## config.mk

```make
export PLATFORM = sky130hd
export DESIGN_NAME = morse_play_ctrl
export DESIGN_NICKNAME = d
export VERILOG_FILES = /design/src/rtl/morse_pkg.sv /design/src/rtl/morse_sym_fifo.sv /design/src/rtl/morse_play_ctrl.sv
export SDC_FILE = /design/constraint.sdc
export NUM_CORES = 1
export LEC_CHECK = 0
export CAP_MARGIN = 40
export CORE_MARGIN = 1
export CORE_UTILIZATION = 62
export CTS_BUF_LIST = sky130_fd_sc_hd__clkbuf_8
export DETAILED_ROUTE_END_ITERATION = 7
export GPL_TIMING_DRIVEN = 0
export PLACE_DENSITY_LB_ADDON = 0.15
export SLEW_MARGIN = 30
export SYNTH_ARGS = -nofsm -noshare
export SYNTH_HDL_FRONTEND = slang
export SYNTH_HIERARCHICAL = 1
export SYNTH_SLANG_ARGS = --single-unit
export TNS_END_PERCENT = 10
```

## constraint.sdc

```tcl
create_clock -name clk -period 3.8 [get_ports clk]
set_input_delay 0.76 -clock clk [delete_from_list [all_inputs] [get_ports clk]]
set_output_delay 0.76 -clock clk [all_outputs]
set_load 0.02 [all_outputs]
```

## src/rtl/morse_pkg.sv

```systemverilog
// Shared types and default timing for the Morse playback sequencer.
package morse_pkg;

  typedef enum logic [1:0] {
    SYM_DOT  = 2'b00,
    SYM_DASH = 2'b01,
    SYM_CGAP = 2'b10,
    SYM_WGAP = 2'b11
  } sym_t;

  typedef enum logic [1:0] {
    ST_IDLE,
    ST_FETCH,
    ST_MARK,
    ST_SPACE
  } state_t;

  localparam int DEF_DEPTH          = 16;
  localparam int DEF_DOT_UNITS      = 1;
  localparam int DEF_DASH_UNITS     = 3;
  localparam int DEF_ELEM_GAP_UNITS = 1;
  localparam int DEF_CHAR_GAP_UNITS = 3;
  localparam int DEF_WORD_GAP_UNITS = 7;
  localparam int DEF_CNT_W          = 3;

endpackage

```

## src/rtl/morse_sym_fifo.sv

```systemverilog
// 2-bit symbol queue with flush; MORSE_LOOP_EN adds a non-destructive play pointer
// so the stored entries can be replayed without being consumed.
module morse_sym_fifo #(
  parameter int DEPTH = 16
) (
  input  logic                     clk,
  input  logic                     rst,
  input  logic                     push,
  input  logic [1:0]               push_dat,
  input  logic                     pop,
  input  logic                     flush,
`ifdef MORSE_LOOP_EN
  input  logic                     rewind,
`endif
  output logic [1:0]               rd_dat,
  output logic                     full,
  output logic                     empty,
  output logic                     avail,
  output logic [$clog2(DEPTH):0]   count
);

  localparam int AW = $clog2(DEPTH);
  localparam logic [AW:0] FULL_CNT = (AW+1)'(DEPTH);
  localparam logic [AW:0] CNT_ONE  = (AW+1)'(1);

  logic [1:0]    mem [DEPTH];
  logic [AW-1:0] wr_ptr;
  logic [AW-1:0] rd_ptr;
  logic [AW:0]   cnt;
  logic          do_push;
  logic          pop_head;

  assign count   = cnt;
  assign full    = (cnt == FULL_CNT);
  assign empty   = (cnt == '0);
  assign do_push = push && !full && !flush;

  always_ff @(posedge clk) begin
    if (do_push) mem[wr_ptr] <= push_dat;
  end

`ifdef MORSE_LOOP_EN
  logic [AW-1:0] play_ptr;
  logic [AW:0]   play_left;

  // Entries are never consumed in loop mode; only clear/rst discards them.
  assign pop_head = 1'b0;
  assign rd_dat   = mem[play_ptr];
  assign avail    = (play_left != '0);

  always_ff @(posedge clk or posedge rst) begin
    if (rst) begin
      play_ptr  <= '0;
      play_left <= '0;
    end else if (flush) begin
      play_ptr  <= '0;
      play_left <= '0;
    end else if (rewind) begin
      play_ptr  <= rd_ptr;
      play_left <= cnt;
    end else if (pop && avail) begin
      play_ptr  <= play_ptr + AW'(1);
      play_left <= play_left - CNT_ONE;
    end
  end
`else
  assign pop_head = pop && !empty;
  assign rd_dat   = mem[rd_ptr];
  assign avail    = !empty;
`endif

  always_ff @(posedge clk or posedge rst) begin
    if (rst) begin
      wr_ptr <= '0;
      rd_ptr <= '0;
      cnt    <= '0;
    end else if (flush) begin
      wr_ptr <= '0;
      rd_ptr <= '0;
      cnt    <= '0;
    end else begin
      if (do_push)  wr_ptr <= wr_ptr + AW'(1);
      if (pop_head) rd_ptr <= rd_ptr + AW'(1);
      case ({do_push, pop_head})
        2'b10:   cnt <= cnt + CNT_ONE;
        2'b01:   cnt <= cnt - CNT_ONE;
        default: cnt <= cnt;
      endcase
    end
  end

endmodule

```

## src/rtl/morse_play_ctrl.sv

```systemverilog
// Queues Morse symbols and plays them on the LED, timed in tick units.
// MORSE_LOOP_EN: repeat the stored message until a second play or clear.
module morse_play_ctrl
  import morse_pkg::*;
#(
  parameter int DEPTH          = DEF_DEPTH,
  parameter int DOT_UNITS      = DEF_DOT_UNITS,
  parameter int DASH_UNITS     = DEF_DASH_UNITS,
  parameter int ELEM_GAP_UNITS = DEF_ELEM_GAP_UNITS,
  parameter int CHAR_GAP_UNITS = DEF_CHAR_GAP_UNITS,
  parameter int WORD_GAP_UNITS = DEF_WORD_GAP_UNITS,
  parameter int CNT_W          = DEF_CNT_W
) (
  input  logic       clk,
  input  logic       rst,
  input  logic       tick,
  input  logic       sym_valid,
  input  logic [1:0] sym_code,
  output logic       sym_ready,
  input  logic       play,
  input  logic       clear,
  output logic       led,
  output logic       busy,
  output logic       green,
  output logic       red
);

  localparam int AW = $clog2(DEPTH);

  state_t           state, nxt;
  logic [CNT_W-1:0] cnt_q, cnt_d;
  logic             red_q;
  logic             done_q;
  logic             full, empty, avail;
  logic             wr_en, pop, last;
  logic [1:0]       head_dat;
  logic [AW:0]      fifo_count;

`ifdef MORSE_LOOP_EN
  logic stop_q, stop_d;
  logic wrap_q, wrap_d;
  logic rewind;

  // The stored message is frozen while it is being replayed.
  assign sym_ready = !full && (state == ST_IDLE);
`else
  assign sym_ready = !full;
`endif

  assign wr_en = sym_valid && sym_ready && !clear;
  assign pop   = (state == ST_FETCH);
  // Saturating compare: a counter already at 0 still ends on the next tick.
  assign last  = (cnt_q <= CNT_W'(1));

  assign led   = (state == ST_MARK);
  assign busy  = (state != ST_IDLE);
  assign green = (state == ST_IDLE) && (empty || done_q);
  assign red   = red_q;

  morse_sym_fifo #(.DEPTH(DEPTH)) u_fifo (
    .clk      (clk),
    .rst      (rst),
    .push     (wr_en),
    .push_dat (sym_code),
    .pop      (pop),
    .flush    (clear),
`ifdef MORSE_LOOP_EN
    .rewind   (rewind),
`endif
    .rd_dat   (head_dat),
    .full     (full),
    .empty    (empty),
    .avail    (avail),
    .count    (fifo_count)
  );

  always_comb begin
    nxt   = state;
    cnt_d = cnt_q;
`ifdef MORSE_LOOP_EN
    rewind = 1'b0;
    stop_d = stop_q;
    wrap_d = wrap_q;
    if (play && state != ST_IDLE) stop_d = 1'b1;
`endif
    unique case (state)
      ST_IDLE: begin
        if (play && fifo_count != '0) begin
          nxt = ST_FETCH;
`ifdef MORSE_LOOP_EN
          rewind = 1'b1;
          stop_d = 1'b0;
          wrap_d = 1'b0;
`endif
        end
      end
      ST_FETCH: begin
        unique case (sym_t'(head_dat))
          SYM_DOT:  begin cnt_d = CNT_W'(DOT_UNITS);      nxt = ST_MARK;  end
          SYM_DASH: begin cnt_d = CNT_W'(DASH_UNITS);     nxt = ST_MARK;  end
          SYM_CGAP: begin cnt_d = CNT_W'(CHAR_GAP_UNITS); nxt = ST_SPACE; end
          SYM_WGAP: begin cnt_d = CNT_W'(WORD_GAP_UNITS); nxt = ST_SPACE; end
        endcase
      end
      ST_MARK: begin
        if (tick) begin
          if (last) begin
            cnt_d = CNT_W'(ELEM_GAP_UNITS);
            nxt   = ST_SPACE;
          end else begin
            cnt_d = cnt_q - CNT_W'(1);
          end
        end
      end
      ST_SPACE: begin
        if (tick) begin
          if (!last) begin
            cnt_d = cnt_q - CNT_W'(1);
          end else begin
`ifdef MORSE_LOOP_EN
            if (stop_q) begin
              nxt = ST_IDLE;
            end else if (wrap_q) begin
              rewind = 1'b1;
              wrap_d = 1'b0;
              nxt    = ST_FETCH;
            end else if (avail) begin
              nxt = ST_FETCH;
            end else begin
              // End of pass: hold a word gap of silence before restarting.
              cnt_d  = CNT_W'(WORD_GAP_UNITS);
              wrap_d = 1'b1;
            end
`else
            nxt = avail ? ST_FETCH : ST_IDLE;
`endif
          end
        end
      end
      default: nxt = ST_IDLE;
    endcase
  end

  always_ff @(posedge clk or posedge rst) begin
    if (rst) begin
      state  <= ST_IDLE;
      cnt_q  <= '0;
      red_q  <= 1'b0;
      done_q <= 1'b0;
`ifdef MORSE_LOOP_EN
      stop_q <= 1'b0;
      wrap_q <= 1'b0;
`endif
    end else if (clear) begin
      state  <= ST_IDLE;
      cnt_q  <= '0;
      red_q  <= 1'b0;
      done_q <= 1'b0;
`ifdef MORSE_LOOP_EN
      stop_q <= 1'b0;
      wrap_q <= 1'b0;
`endif
    end else begin
      state  <= nxt;
      cnt_q  <= cnt_d;
      done_q <= (state == ST_SPACE) && (nxt == ST_IDLE);
      if (sym_valid && full) red_q <= 1'b1;
`ifdef MORSE_LOOP_EN
      stop_q <= stop_d;
      wrap_q <= wrap_d;
`endif
    end
  end

endmodule

```

# --- After elaboration in Yosys (flattened, before gate mapping) ---
# Memory sizes are Yosys's and may differ from the RTL's.
# Cells that the tools add are included.
classes:
  add_sub_neg: 5
  magnitude_cmp: 1
  n_eq_ne: 12
  muxes: 27
  reduce_logical: 28
ops:
  columns: ["operator", "count"]
  rows:
  - ["$pmux 3 s3", 2]
  - ["$mux 4", 4]
  - ["$mux 3", 5]
  - ["$mux 2", 6]
  - ["$eq 2x2->1 const B", 5]
  - ["$pmux 5 s2", 1]
  - ["$logic_and 1x1->1", 9]
  - ["$ne 3x3->1 const B", 3]
  - ["$add 4x1->4 const B", 2]
  - ["$pmux 2 s4", 1]
  - ["$reduce_bool 2->1", 4]
  - ["$eq 2x1->1 const B", 3]
  - ["$logic_not 2->1", 3]
  - ["$mux 1", 6]
  - ["$reduce_or 2->1", 3]
  - ["$add 5x1->5 const B", 1]
  - ["$eq 5x5->1 const B", 1]
  - ["$logic_not 5->1", 1]
  - ["$mux 5", 1]
  - ["$reduce_bool 5->1", 1]
  - ["$sub 5x1->5 const B", 1]
  - ["$pmux 2 s2", 1]
  - ["$reduce_and 4->1", 1]
  - ["$reduce_bool 4->1", 1]
  - ["5 further kinds", 7]
totals:
  ff_bits: 20
  ramBits: 32
  output_inout_bits: 5
  memories: 1
memory_table:
  columns: ["memory", "words", "word_bits", "rd", "rd_ports_with_merged_regs", "write_ports", "line_no", "source"]
  rows:
  - ["u_fifo.mem", 16, 2, 1, 0, 1, "morse_sym_fifo.sv:26", "logic [1:0] mem [DEPTH];"]

# --- Logic depth before layout (Yosys ltp) ---
depth:
  ltp_word: 9
  depth_mapped: 12

# --- Hierarchy ---
# The synthesis kept the hierarchy.
by_module_without_submodules:
  columns: ["module", "instances", "cells_each", "area_per_inst_um2"]
  rows:
  - ["morse_sym_fifo", 1, 156, 2159.6]
  - ["morse_play_ctrl", 1, 53, 465.4]

# --- Worst setup path after synthesis ---
# Ideal clock, no wire load.
synth_timing:
  path_type: "input to register"
  from: "in clear"
  to: "reg u_fifo.cnt[4], in the netlist u_fifo/count[4]"
  arrival_ns: 3.300
  setup_slack_ns: 0.422
  stages: 11
  n_path_buf: 1
  cell_sequence: "clkbuf_1 -> nor3b_1 -> a21boi_2 -> a21o_1 -> inv_1 -> ha_1 -> nand2b_1 -> a21oi_1 -> or3_1 -> a21o_1 -> a21oi_1"
synth_via:
  elab_chain_cells: 7
  word_cells_on_any_way: 9
  classes_between: "eq/ne: 2; mux: 2; reduce/logical: 5"
synth_lines:
  columns: ["item", "line_no", "source"]
  rows:
  - ["start: declaration", "morse_play_ctrl.sv:21", "input logic clear,"]
  - ["$logic_not 1->1 *", "morse_play_ctrl.sv:50", "assign wr_en = sym_valid && sym_ready && !clear;"]
  - ["$logic_and 1x1->1 *", "morse_play_ctrl.sv:50", null]
  - ["via wr_en", "morse_play_ctrl.sv:35", "logic wr_en, pop, last;"]
  - ["$logic_and 1x1->1 * (2 in series)", "morse_sym_fifo.sv:36", "assign do_push = push && !full && !flush;"]
  - ["$eq 2x1->1 / $eq 2x2->1 (equally long branches)", "morse_sym_fifo.sv:84", "case ({do_push, pop_head})"]
  - ["$pmux 5 s2", "morse_sym_fifo.sv:84", null]
  - ["$mux 5", "morse_sym_fifo.sv:77", "end else if (flush) begin"]
  - ["end signal: assignment", "morse_sym_fifo.sv:85", "2'b10: cnt <= cnt + CNT_ONE;"]
  - ["end signal: assignment", "morse_sym_fifo.sv:86", "2'b01: cnt <= cnt - CNT_ONE;"]
  - ["end signal: assignment", "morse_sym_fifo.sv:87", "default: cnt <= cnt;"]
  - ["end: declaration", "morse_sym_fifo.sv:29", "logic [AW:0] cnt;"]
# The timed path passes the listed nets; every way through them passes the cells marked *.
# A chain may end at the register's enable or synchronous reset.

# --- Worst setup path in the final report ---
# Same ends and word-level chain as after synthesis.

==> impl_metrics.json <==
{
  "status": "completed",
  "cts_tree": "done",
  "peakVddDrop_mv": 0.4231,
  "portBuffers": 12,
  "worst_pin_slew_ps": 643.2,
  "postSynthCellCount": 209,
  "worstPathBufferInverterCount": 3,
  "crit_path_cell_trace": "clkdlybuf4s50_1, clkbuf_1, nor3b_4, a21boi_4, a21o_1, inv_1, ha_1, nand2b_1, a21oi_1, mux2i_1, a32oi_1, a21oi_1",
  "syn-num-nets": 228,
  "cp-start-kind": "input port",
  "post-route-drc-count": 0,
  "insertion_delay_ps": 290,
  "finalPower_mw": 1.025,
  "final_antenna_net_count": 0,
  "fp.dieArea_um2": 4498,
  "clockRootBuffer": "clkbuf_8",
  "critPathCaptureType": "flop",
  "h-tree-depth": 2,
  "cp.arrival_ps": 3840,
  "cp_top_family": "compound AO/OA/AOI/OAI gates",
  "synthFlopType": "edfxtp_1",
  "multi_input_area_um2": 1105,
  "setup_viol": 0,
  "synth-seq-area-share": 0.5567,
  "synth-seq-cells": 52,
  "die_h_um": 67.07,
  "cpMostUsedCell": "a21oi_1",
  "critical_path_class": "input port to flop",
  "rsz0062_at_grt": "no",
  "async_flop_share": 0.3846,
  "cts_buffers": 5,
  "rows": 23,
  "ys.warnings.count": 6,
  "fillers": 284,
  "hold_viol": 0,
  "clock-sinks": 52,
  "synth_edf_count": 32,
  "cp_slowest_cell": "clkdlybuf4s50_1",
  "num_vias": 1691,
  "viasPerCell": 6.039,
  "period_share": 0.9551,
  "dpl.hpwl_mm": 3.538,
  "final.setup_skew_ps": 6.806,
  "cp_max_fo": 8,
  "postCtsHoldBufs": 0,
  "start_util": 0.6516,
  "drive_above_1_share": 0.1174,
  "clk_pin_slew_ps": 90,
  "clk_path_buf_depth": 2,
  "pin_count": 13,
  "fmax_mhz": 275.5,
  "ys_types": 45,
  "max-slew-margin-rel": 0.5704,
  "grt_usage": 0.2392,
  "drv_slew": 0,
  "maxCapViolCount": 0,
  "critPathRequiredTime_ps": 4010,
  "fp.coreArea_um2": 4029,
  "min_path_type": "flop to flop",
  "drt_iter0_markers": 169,
  "final_nets": 248,
  "overflow": 0,
  "cp_slowest_stage_delay_ps": 560,
  "wire_per_inst_um": 17.13,
  "diodes": 0,
  "first_global_vias": 1658,
  "wl_mm": 4.797,
  "grt_pass1_wl_mm": 7.638,
  "powerDensity_nw_per_um2": 351.7,
  "antenna_found_initial": 0,
  "syn_area_per_cell_um2": 12.56,
  "first_pass_iters": 4,
  "netlist_area_um2": 2625,
  "grt_max_degree": 17,
  "leakage_nw": 1.096,
  "die_w_um": 67.07,
  "min_period_ps": 3629,
  "routabilityCongestion": 0.7256,
  "area_delta_synth_final_pct": 11.06,
  "post-route-util": 0.7236,
  "seqCellArea_um2": 1461
}
## sequential cells by signal (all words and copies together), names as in the netlist
signal,cells
u_fifo/wr_ptr,4
u_fifo/mem,32
u_fifo/count,5
done_q,1
red,1
state,2
u_fifo/rd_ptr,4
cnt_q,3
## routing by layer
| layer | track usage | share of wire | up-vias |
|---|---|---|---|
| met1 | 0.3163 | 0.44 | 855 |
| li1 | - | - | 792 |
| met4 | 0.05851 | 0.0092 | 0 |
| met3 | 0.05822 | 0.041 | 6 |
| met2 | 0.3950 | 0.51 | 38 |
| met5 | 0 | 0 | - |
## power breakdown
| group | internal, mW | switching (mW) | leakage (nW) |
|---|---|---|---|
| logic | 0.0497 | 0.0698 | 0.480 |
| registers | 0.609 | 0.00946 | 0.566 |
| clock network | 0.124 | 0.163 | 0.0505 |
## timing repair
| item | in CTS | in global routing |
|---|---|---|
| setup buffers | 0 | 1 |
| gates resized for setup | 3 | 0 |
| setup endpoints to repair | 2 | 1 |
## tightest hold or removal path, cell delays in order (launching register included)
cell and delay [ps]:
dfrtp_1 360, a21oi_1 50, nor2_1 70
## placed cells by master (no fill, tap or decap), types with 4 or more instances in the layout
cell type        synthesis  routed
a21oi_1                  6       6
clkbuf_8                 0       5
clkdlybuf4s50_1          0      12
dfrtp_1                 20      20
edfxtp_1                32      32
ha_1                    10      10
inv_1                   13      15
mux4_2                  10      10
nand2_1                 14      14
nand2b_1                 4       4
nor2_1                  38      38
xnor2_1                  5       5
xor2_1                   5       5
## stage by stage
stage	setup slack (ps)	hold slack (ps)	TNS (ps)	cells	area, µm²
after global placement	-513.8	478.5	-899.3	271	2808
final	170.7	518.7	0	280	2915
after CTS	66.07	518.5	0	279	2908
after detailed placement	-759.5	498.1	-1602	271	2808
after global routing	40.38	543.8	0	280	2915
after floorplan	422.0	497.6	0	209	2625
## synth_stat cells, types with 2 or more instances
cell type	n	area, µm²
clkbuf_1	2	7.510
nand2b_1	4	25.02
a21oi_1	6	30.03
nor2b_1	3	18.77
nand2_1	14	52.55
a31oi_1	2	12.51
edfxtp_1	32	960.9
mux4_2	10	225.2
nand3_1	2	10.01
nand3b_1	2	15.01
xor2_1	5	43.79
buf_2	2	10.01
xnor2_1	5	43.79
ha_1	10	125.1
nor3_1	3	15.01
a21o_1	3	22.52
nor2_1	38	142.6
dfrtp_1	20	500.5
nand4_1	2	12.51
or4_4	2	22.52
mux2i_1	3	30.03
or3_1	3	18.77
inv_1	13	48.80
a211oi_1	2	15.01
## layout make-up
type                       count  share of cell area
clock buffer                   5             0.02361
clock inverter                 3            0.004292
tap                           50             0.02146
inverter                      13             0.01674
sequential                    52              0.5013
timing repair buffer          13             0.04378
buffer                         6            0.009871
multi-input combinational    138              0.3790
## cell families (layout without fill, tap and decap cells)
kind of cell	after synthesis	count (layout)	synth area share
AOI/OAI and AO/OA	26	26	0.08056
xor gates and xnor gates	10	10	0.03336
adders and majority gates	11	11	0.05529
buffers and inverters	19	40	0.02955
DFF	52	52	0.5567
muxes	14	14	0.1015
and+or+nand+nor	77	77	0.1430
## final timing paths
path,startpoint,end,slack (ps),cells after the start
setup reg to reg,u_fifo/count[3],u_fifo/count[4],630,11
setup / recovery,clear,u_fifo/count[4],170,12
hold reg to reg,red,red,520,2
min in group asynchronous,rst,red,730,2
hold / removal,red,red,520,2
max in group asynchronous,rst,u_fifo/count[1],2600,2
No activity file was read; power rests on OpenSTA's default activity.
